$ cat config.mk
export PLATFORM = sky130hd
export DESIGN_NAME = pet_stat_engine
export DESIGN_NICKNAME = d
export VERILOG_FILES = /design/src/rtl/pet_stat_engine.sv
export SDC_FILE = /design/constraint.sdc
export NUM_CORES = 1
export LEC_CHECK = 0
export BUFFER_PORTS_ARGS = -buffer_cell sky130_fd_sc_hd__buf_2
export CAP_MARGIN = 30
export CORE_MARGIN = 5
export CORE_UTILIZATION = 67
export CTS_CLUSTER_SIZE = 14
export DETAILED_ROUTE_END_ITERATION = 6
export PLACE_DENSITY_LB_ADDON = 0.12
export SYNTH_ARGS = -nofsm -noshare
export SYNTH_HDL_FRONTEND = slang
export SYNTH_SLANG_ARGS = --single-unit
$ cat constraint.sdc
create_clock -name clk -period 5.2 [get_ports clk]
set_clock_uncertainty 0.05 [all_clocks]
set_input_delay 0.78 -clock clk [delete_from_list [all_inputs] [get_ports clk]]
set_output_delay 0.78 -clock clk [all_outputs]
set_load 0.01 [all_outputs]
$ cat src/rtl/pet_stat_engine.sv
// pet_stat_engine: saturating pet stat channels with prescaled decay, action handshake and zero alarms
module pet_stat_engine #(
    parameter int NUM_STATS      = 4,
    parameter int SEL_W          = 2,
    parameter int STAT_W         = 8,
    parameter int STAT_MAX       = 10,
    parameter int RESET_VAL      = 5,
    parameter int ACTION_GAIN    = 1,
    parameter int TICK_DIV       = 50,
    parameter int PER_W          = 16,
    parameter int DEFAULT_PERIOD = 60,
    parameter int COOLDOWN       = 8
) (
    input  logic                        clk,
    input  logic                        rst,
    input  logic                        act_valid,
    input  logic [SEL_W-1:0]            act_sel,
    output logic                        act_ready,
    output logic                        act_err,
    input  logic                        cfg_we,
    input  logic [SEL_W-1:0]            cfg_idx,
    input  logic [PER_W-1:0]            cfg_period,
    output logic [NUM_STATS*STAT_W-1:0] stats,
    output logic [NUM_STATS-1:0]        alarm,
    output logic                        any_alarm,
    output logic [NUM_STATS-1:0]        zero_evt
);
    localparam int ps_w = TICK_DIV > 1 ? $clog2(TICK_DIV) : 1;
    localparam int cd_w = COOLDOWN > 1 ? $clog2(COOLDOWN) : 1;
    localparam logic [ps_w-1:0]   ps_last = ps_w'(TICK_DIV - 1);
    localparam logic [ps_w-1:0]   ps_one  = ps_w'(1);
    localparam logic [cd_w-1:0]   cd_load = cd_w'(COOLDOWN > 0 ? COOLDOWN - 1 : 0);
    localparam logic [cd_w-1:0]   cd_one  = cd_w'(1);
    localparam logic [STAT_W:0]   sum_max = (STAT_W+1)'(STAT_MAX);
    localparam logic [STAT_W:0]   gain    = (STAT_W+1)'(ACTION_GAIN);
    localparam logic [STAT_W-1:0] s_max   = STAT_W'(STAT_MAX);
    localparam logic [STAT_W-1:0] s_rst   = STAT_W'(RESET_VAL);
    localparam logic [STAT_W-1:0] s_one   = STAT_W'(1);
    localparam logic [PER_W-1:0]  p_def   = PER_W'(DEFAULT_PERIOD);
    localparam logic [PER_W-1:0]  p_one   = PER_W'(1);

    logic [ps_w-1:0]      ps;
    logic [cd_w-1:0]      cd;
    logic [STAT_W-1:0]    stat [NUM_STATS];
    logic [STAT_W-1:0]    stat_n [NUM_STATS];
    logic [PER_W-1:0]     period [NUM_STATS];
    logic [PER_W-1:0]     period_n [NUM_STATS];
    logic [PER_W-1:0]     dcnt [NUM_STATS];
    logic [PER_W-1:0]     dcnt_n [NUM_STATS];
    logic [STAT_W:0]      sum [NUM_STATS];
    logic [NUM_STATS-1:0] act_hit, cfg_hit, dec_hit, live, zero_n;
    logic                 tick, acc, sel_ok;

    assign tick   = ps == ps_last;
    assign acc    = act_valid & act_ready;
    assign sel_ok = 32'(act_sel) < NUM_STATS;

    for (genvar g = 0; g < NUM_STATS; g++) begin : g_out
        assign stats[g*STAT_W +: STAT_W] = stat[g];
    end

    // per-channel next state: action beats decay, cfg and action both restart the decay count
    always_comb begin
        act_hit  = '0;
        cfg_hit  = '0;
        dec_hit  = '0;
        live     = '0;
        zero_n   = '0;
        sum      = '{default: '0};
        stat_n   = stat;
        period_n = period;
        dcnt_n   = dcnt;
        for (int i = 0; i < NUM_STATS; i++) begin
            act_hit[i]  = acc && sel_ok && act_sel == SEL_W'(i);
            cfg_hit[i]  = cfg_we && cfg_idx == SEL_W'(i);
            live[i]     = tick && period[i] != '0;
            dec_hit[i]  = live[i] && dcnt[i] == period[i] - p_one;
            sum[i]      = {1'b0, stat[i]} + gain;
            stat_n[i]   = act_hit[i] ? (sum[i] > sum_max ? s_max : sum[i][STAT_W-1:0]) :
                          (dec_hit[i] && stat[i] != '0) ? stat[i] - s_one : stat[i];
            period_n[i] = cfg_hit[i] ? cfg_period : period[i];
            dcnt_n[i]   = (act_hit[i] || cfg_hit[i] || dec_hit[i]) ? '0 :
                          live[i] ? dcnt[i] + p_one : dcnt[i];
            zero_n[i]   = stat_n[i] == '0;
        end
    end

    // state and registered outputs; cooldown counter holds act_ready low after each accept
    always_ff @(posedge clk) begin
        if (rst) begin
            ps        <= '0;
            cd        <= '0;
            act_ready <= 1'b1;
            act_err   <= 1'b0;
            alarm     <= {NUM_STATS{RESET_VAL == 0}};
            any_alarm <= RESET_VAL == 0;
            zero_evt  <= '0;
            for (int i = 0; i < NUM_STATS; i++) begin
                stat[i]   <= s_rst;
                period[i] <= p_def;
                dcnt[i]   <= '0;
            end
        end else begin
            ps        <= tick ? '0 : ps + ps_one;
            cd        <= acc ? cd_load : (cd != '0 ? cd - cd_one : cd);
            act_ready <= acc ? (COOLDOWN == 0) : (act_ready | (cd == '0));
            act_err   <= acc && !sel_ok;
            alarm     <= zero_n;
            any_alarm <= |zero_n;
            zero_evt  <= zero_n & ~alarm;
            stat      <= stat_n;
            period    <= period_n;
            dcnt      <= dcnt_n;
        end
    end
endmodule

==> summary.log <==
[yosys] Netlist cell types 91
[finish] Net count, final 1480
[placement] final weighted congestion in routability-driven placement 0.934
[finish] Final Util 0.744
[sta] total negative slack 0 ns
[clock_tree] TritonCTS clock tree built
[routing] number of nets with antenna violations after routing 0
[worst_setup_path] Crit path required time 5.52 ns
[global_route] total grt overflow 0
[worst_setup_path] slowest CP cell sky130_fd_sc_hd__or4_4
[yosys] register bit total from synthesis 179
[global_route] global-route usage over all layers 0.282
[yosys] sequential fraction of the synthesis area 0.327
[yosys] ys async rst share 0
[finish] Area growth, synth to finish 8.27%
[yosys] number of synthesized flops with an enable pin 0
[clock_tree] hold_buf cts 0
[run_status] run status completed
[routing] per-cell via count in the routed design 6.07
[clock_tree] worst-skew pair later-pin latency 0.43 ns
[worst_setup_path] crit-path cells nor4_2, buf_4, nand3_1, or4_4, a211oi_2, nand4b_1, o311a_1, a21oi_1, o311ai_1, or3_1, nand4_1
[placement] estimated wirelength of the detail-placed design 19.1 mm
[die] Die Ht 138 µm
[pwr] VDD IR max 0.260 mV
[routing] number of iterations in the first detailed-routing pass 7
[sta] share of the cycle needed by the critical path after routing 0.730
[pwr] Leak 0.00453 µW
[sta] Setup-failing EPs final 0
[yosys] Avg Inst Size Synth 7.76 µm²
[worst_setup_path] launching element type of the critical path flip-flop
[sta] Final Critical Period 3.80 ns
[yosys] Mapped Nets 1464
[finish] layout filler cell count 1340
[die] overall die width 138 µm
[die] initial core utilization 0.687
[sta] setup repair after global routing missed its margin false
[routing] final routed wirelength across all metal layers 26.4 mm
[clock_tree] clock slew at reported path FFs 0.06 ns
[clock_tree] Clock Sinks 179
[sta] Slew HR 0.486
[routing] DR vias 10.0k
[die] Rows 46
[die] Top-Level Pins 67
[finish] share of cells above drive strength 1 0.0974
[clock_tree] clock tree root buffer cell sky130_fd_sc_hd__clkbuf_16
[die] Core Region 15900 µm²
[sta] Slew Limit Fails 0
[routing] starting DRC count in detailed routing 651
[sta] Slew @ Worst Pin 0.768 ns
[yosys] synthesized instance count 1412
[finish] number of inserted diodes 0
[worst_setup_path] Max FO, Critical Path 13
[routing] number of design rule violations left after detail routing 0
[yosys] mapped cell area 11000 µm²
[worst_setup_path] kind of critical path reg -> reg
[pwr] Power Dens Cells 250 nW/µm²
[worst_setup_path] maximum single-stage delay on the critical path 0.55 ns
[clock_tree] number of gates resized after cts 0
[run] count of max-cap constraint violations 0
[worst_hold_path] path type of the worst min-delay path reg -> reg
[global_route] number of global-route vias before repair 9414
[yosys] predominant post-synthesis flop cell sky130_fd_sc_hd__dfxtp_1
[routing] routed wire length per instance 15.9 µm
[clock_tree] Post-CTS Setup Repair Bufs 0
[clock_tree] clock tree buffer depth 2
[worst_setup_path] data arrival time of the critical path 4.11 ns
[clock_tree] clock buffer count from CTS 17
[global_route] antenna violations before repair 0
[die] area of the die 19000 µm²
[yosys] count of warnings emitted by yosys 0
[worst_setup_path] Worst setup EP type flip-flop
[placement] port buffer count 65
[global_route] maximum number of pins on one net before global-route repair 44
[sta] Max Fclk 263 MHz
[clock_tree] CTS H-tree depth 4
[sta] Final Hold Vio Count 0
[global_route] wire length of the first global-routing pass 43.8 mm
-- cell usage in the layout (no fill, tap or decap), drive strengths merged, types with 7 or more instances in the layout --
| cell | count |
|---|---|
| nand4b | 8 |
| nor2b | 10 |
| o21ai | 26 |
| or4 | 8 |
| xor2 | 88 |
| a21o | 10 |
| clkbuf | 22 |
| or3 | 12 |
| nand2 | 215 |
| a31oi | 19 |
| nor4b | 8 |
| mux2i | 13 |
| nor3b | 8 |
| nor4 | 24 |
| xnor2 | 77 |
| nor3 | 49 |
| o31ai | 7 |
| a211oi | 7 |
| ha | 28 |
| dfxtp | 179 |
| nand4 | 33 |
| and4 | 9 |
| nand3 | 56 |
| and3 | 26 |
| nand2b | 16 |
| inv | 41 |
| buf | 78 |
| nand3b | 23 |
| and2 | 7 |
| nor2 | 159 |
| a21oi | 81 |
-- synthesized netlist by cell type (all sizes together), types with 28 or more instances --
library cell,instances,area share
nand3,56,0.026
inv,41,0.014
a21oi,81,0.037
clkbuf,70,0.024
nor3,49,0.024
nand4,33,0.020
nor2,159,0.055
xnor2,77,0.062
xor2,88,0.070
ha,28,0.032
nand2,215,0.074
dfxtp,179,0.33
-- critical path, delay by kind of cell, from the launching register on --
| kind | cells | cell delay [ns] |
|---|---|---|
| AOI/OAI and AO/OA | 4 | 1.08 |
| and+or+nand+nor | 6 | 1.99 |
| DFF | 1 | 0.38 |
| buffers and inverters | 1 | 0.22 |
-- logic make-up (layout without fill, tap and decap cells) --
family,Yosys count,after routing,synth area share
simple gates,685,685,0.320
compound gates,215,215,0.129
flops,179,179,0.327
xor+xnor,165,165,0.132
buf+inv,122,147,0.0436
fa+ha+maj,28,28,0.0320
mux,17,17,0.0160
other cells,1,1,0.000342
-- flip-flops by register name, summed over array words and instances, names as in the netlist --
name	cells
stats	32
cd	3
period	64
any_alarm	1
dcnt	64
ps	6
act_ready	1
alarm	4
zero_evt	4
-- worst paths after layout --
path	depth (start not counted)	end	slack [ns]	startpoint
worst max register to register	11	any_alarm	1.40	period[18]
worst min register to register	1	zero_evt[1]	0.35	alarm[1]
worst min-delay path	1	zero_evt[1]	0.35	alarm[1]
worst max-delay path	11	any_alarm	1.40	period[18]
-- per-stage QoR --
| stage | std cells | power (µW) | setup WS, ns | instance area, µm² | hold WS, ns |
|---|---|---|---|---|---|
| CTS | 1653 | 2970 | 1.48 | 11900 | 0.359 |
| finish | 1653 | 2970 | 1.40 | 11900 | 0.355 |
| global placement | 1624 | 1780 | 1.56 | 11300 | 0.347 |
| floorplan | 1412 | 1700 | 1.91 | 11000 | 0.383 |
| detailed placement | 1625 | 1790 | 1.48 | 11300 | 0.350 |
| global route | 1653 | 3080 | 1.23 | 11900 | 0.367 |
-- routing by layer --
metal	up-vias	track usage	part of all wire
li1	4948	-	-
met1	4672	0.372	0.44
met2	355	0.474	0.47
met3	63	0.0425	0.066
met4	0	0.0950	0.024
met5	-	0	0
-- power by group --
group	switching (µW)	total (µW)	internal, µW
sequential	53.2	1460	1400
clock	514	1200	683
combinational	188	312	124
-- cell type report --
cell class	instances	area (µm²)	area share
multi-input combinational	1111	6900	0.582
tap	216	270	0.0228
sequential	179	3580	0.302
inverter	41	154	0.0130
timing repair buffer	78	423	0.0357
clock buffer	22	474	0.0400
clock inverter	6	57.6	0.00485
No activity file was read; power rests on OpenSTA's default activity.
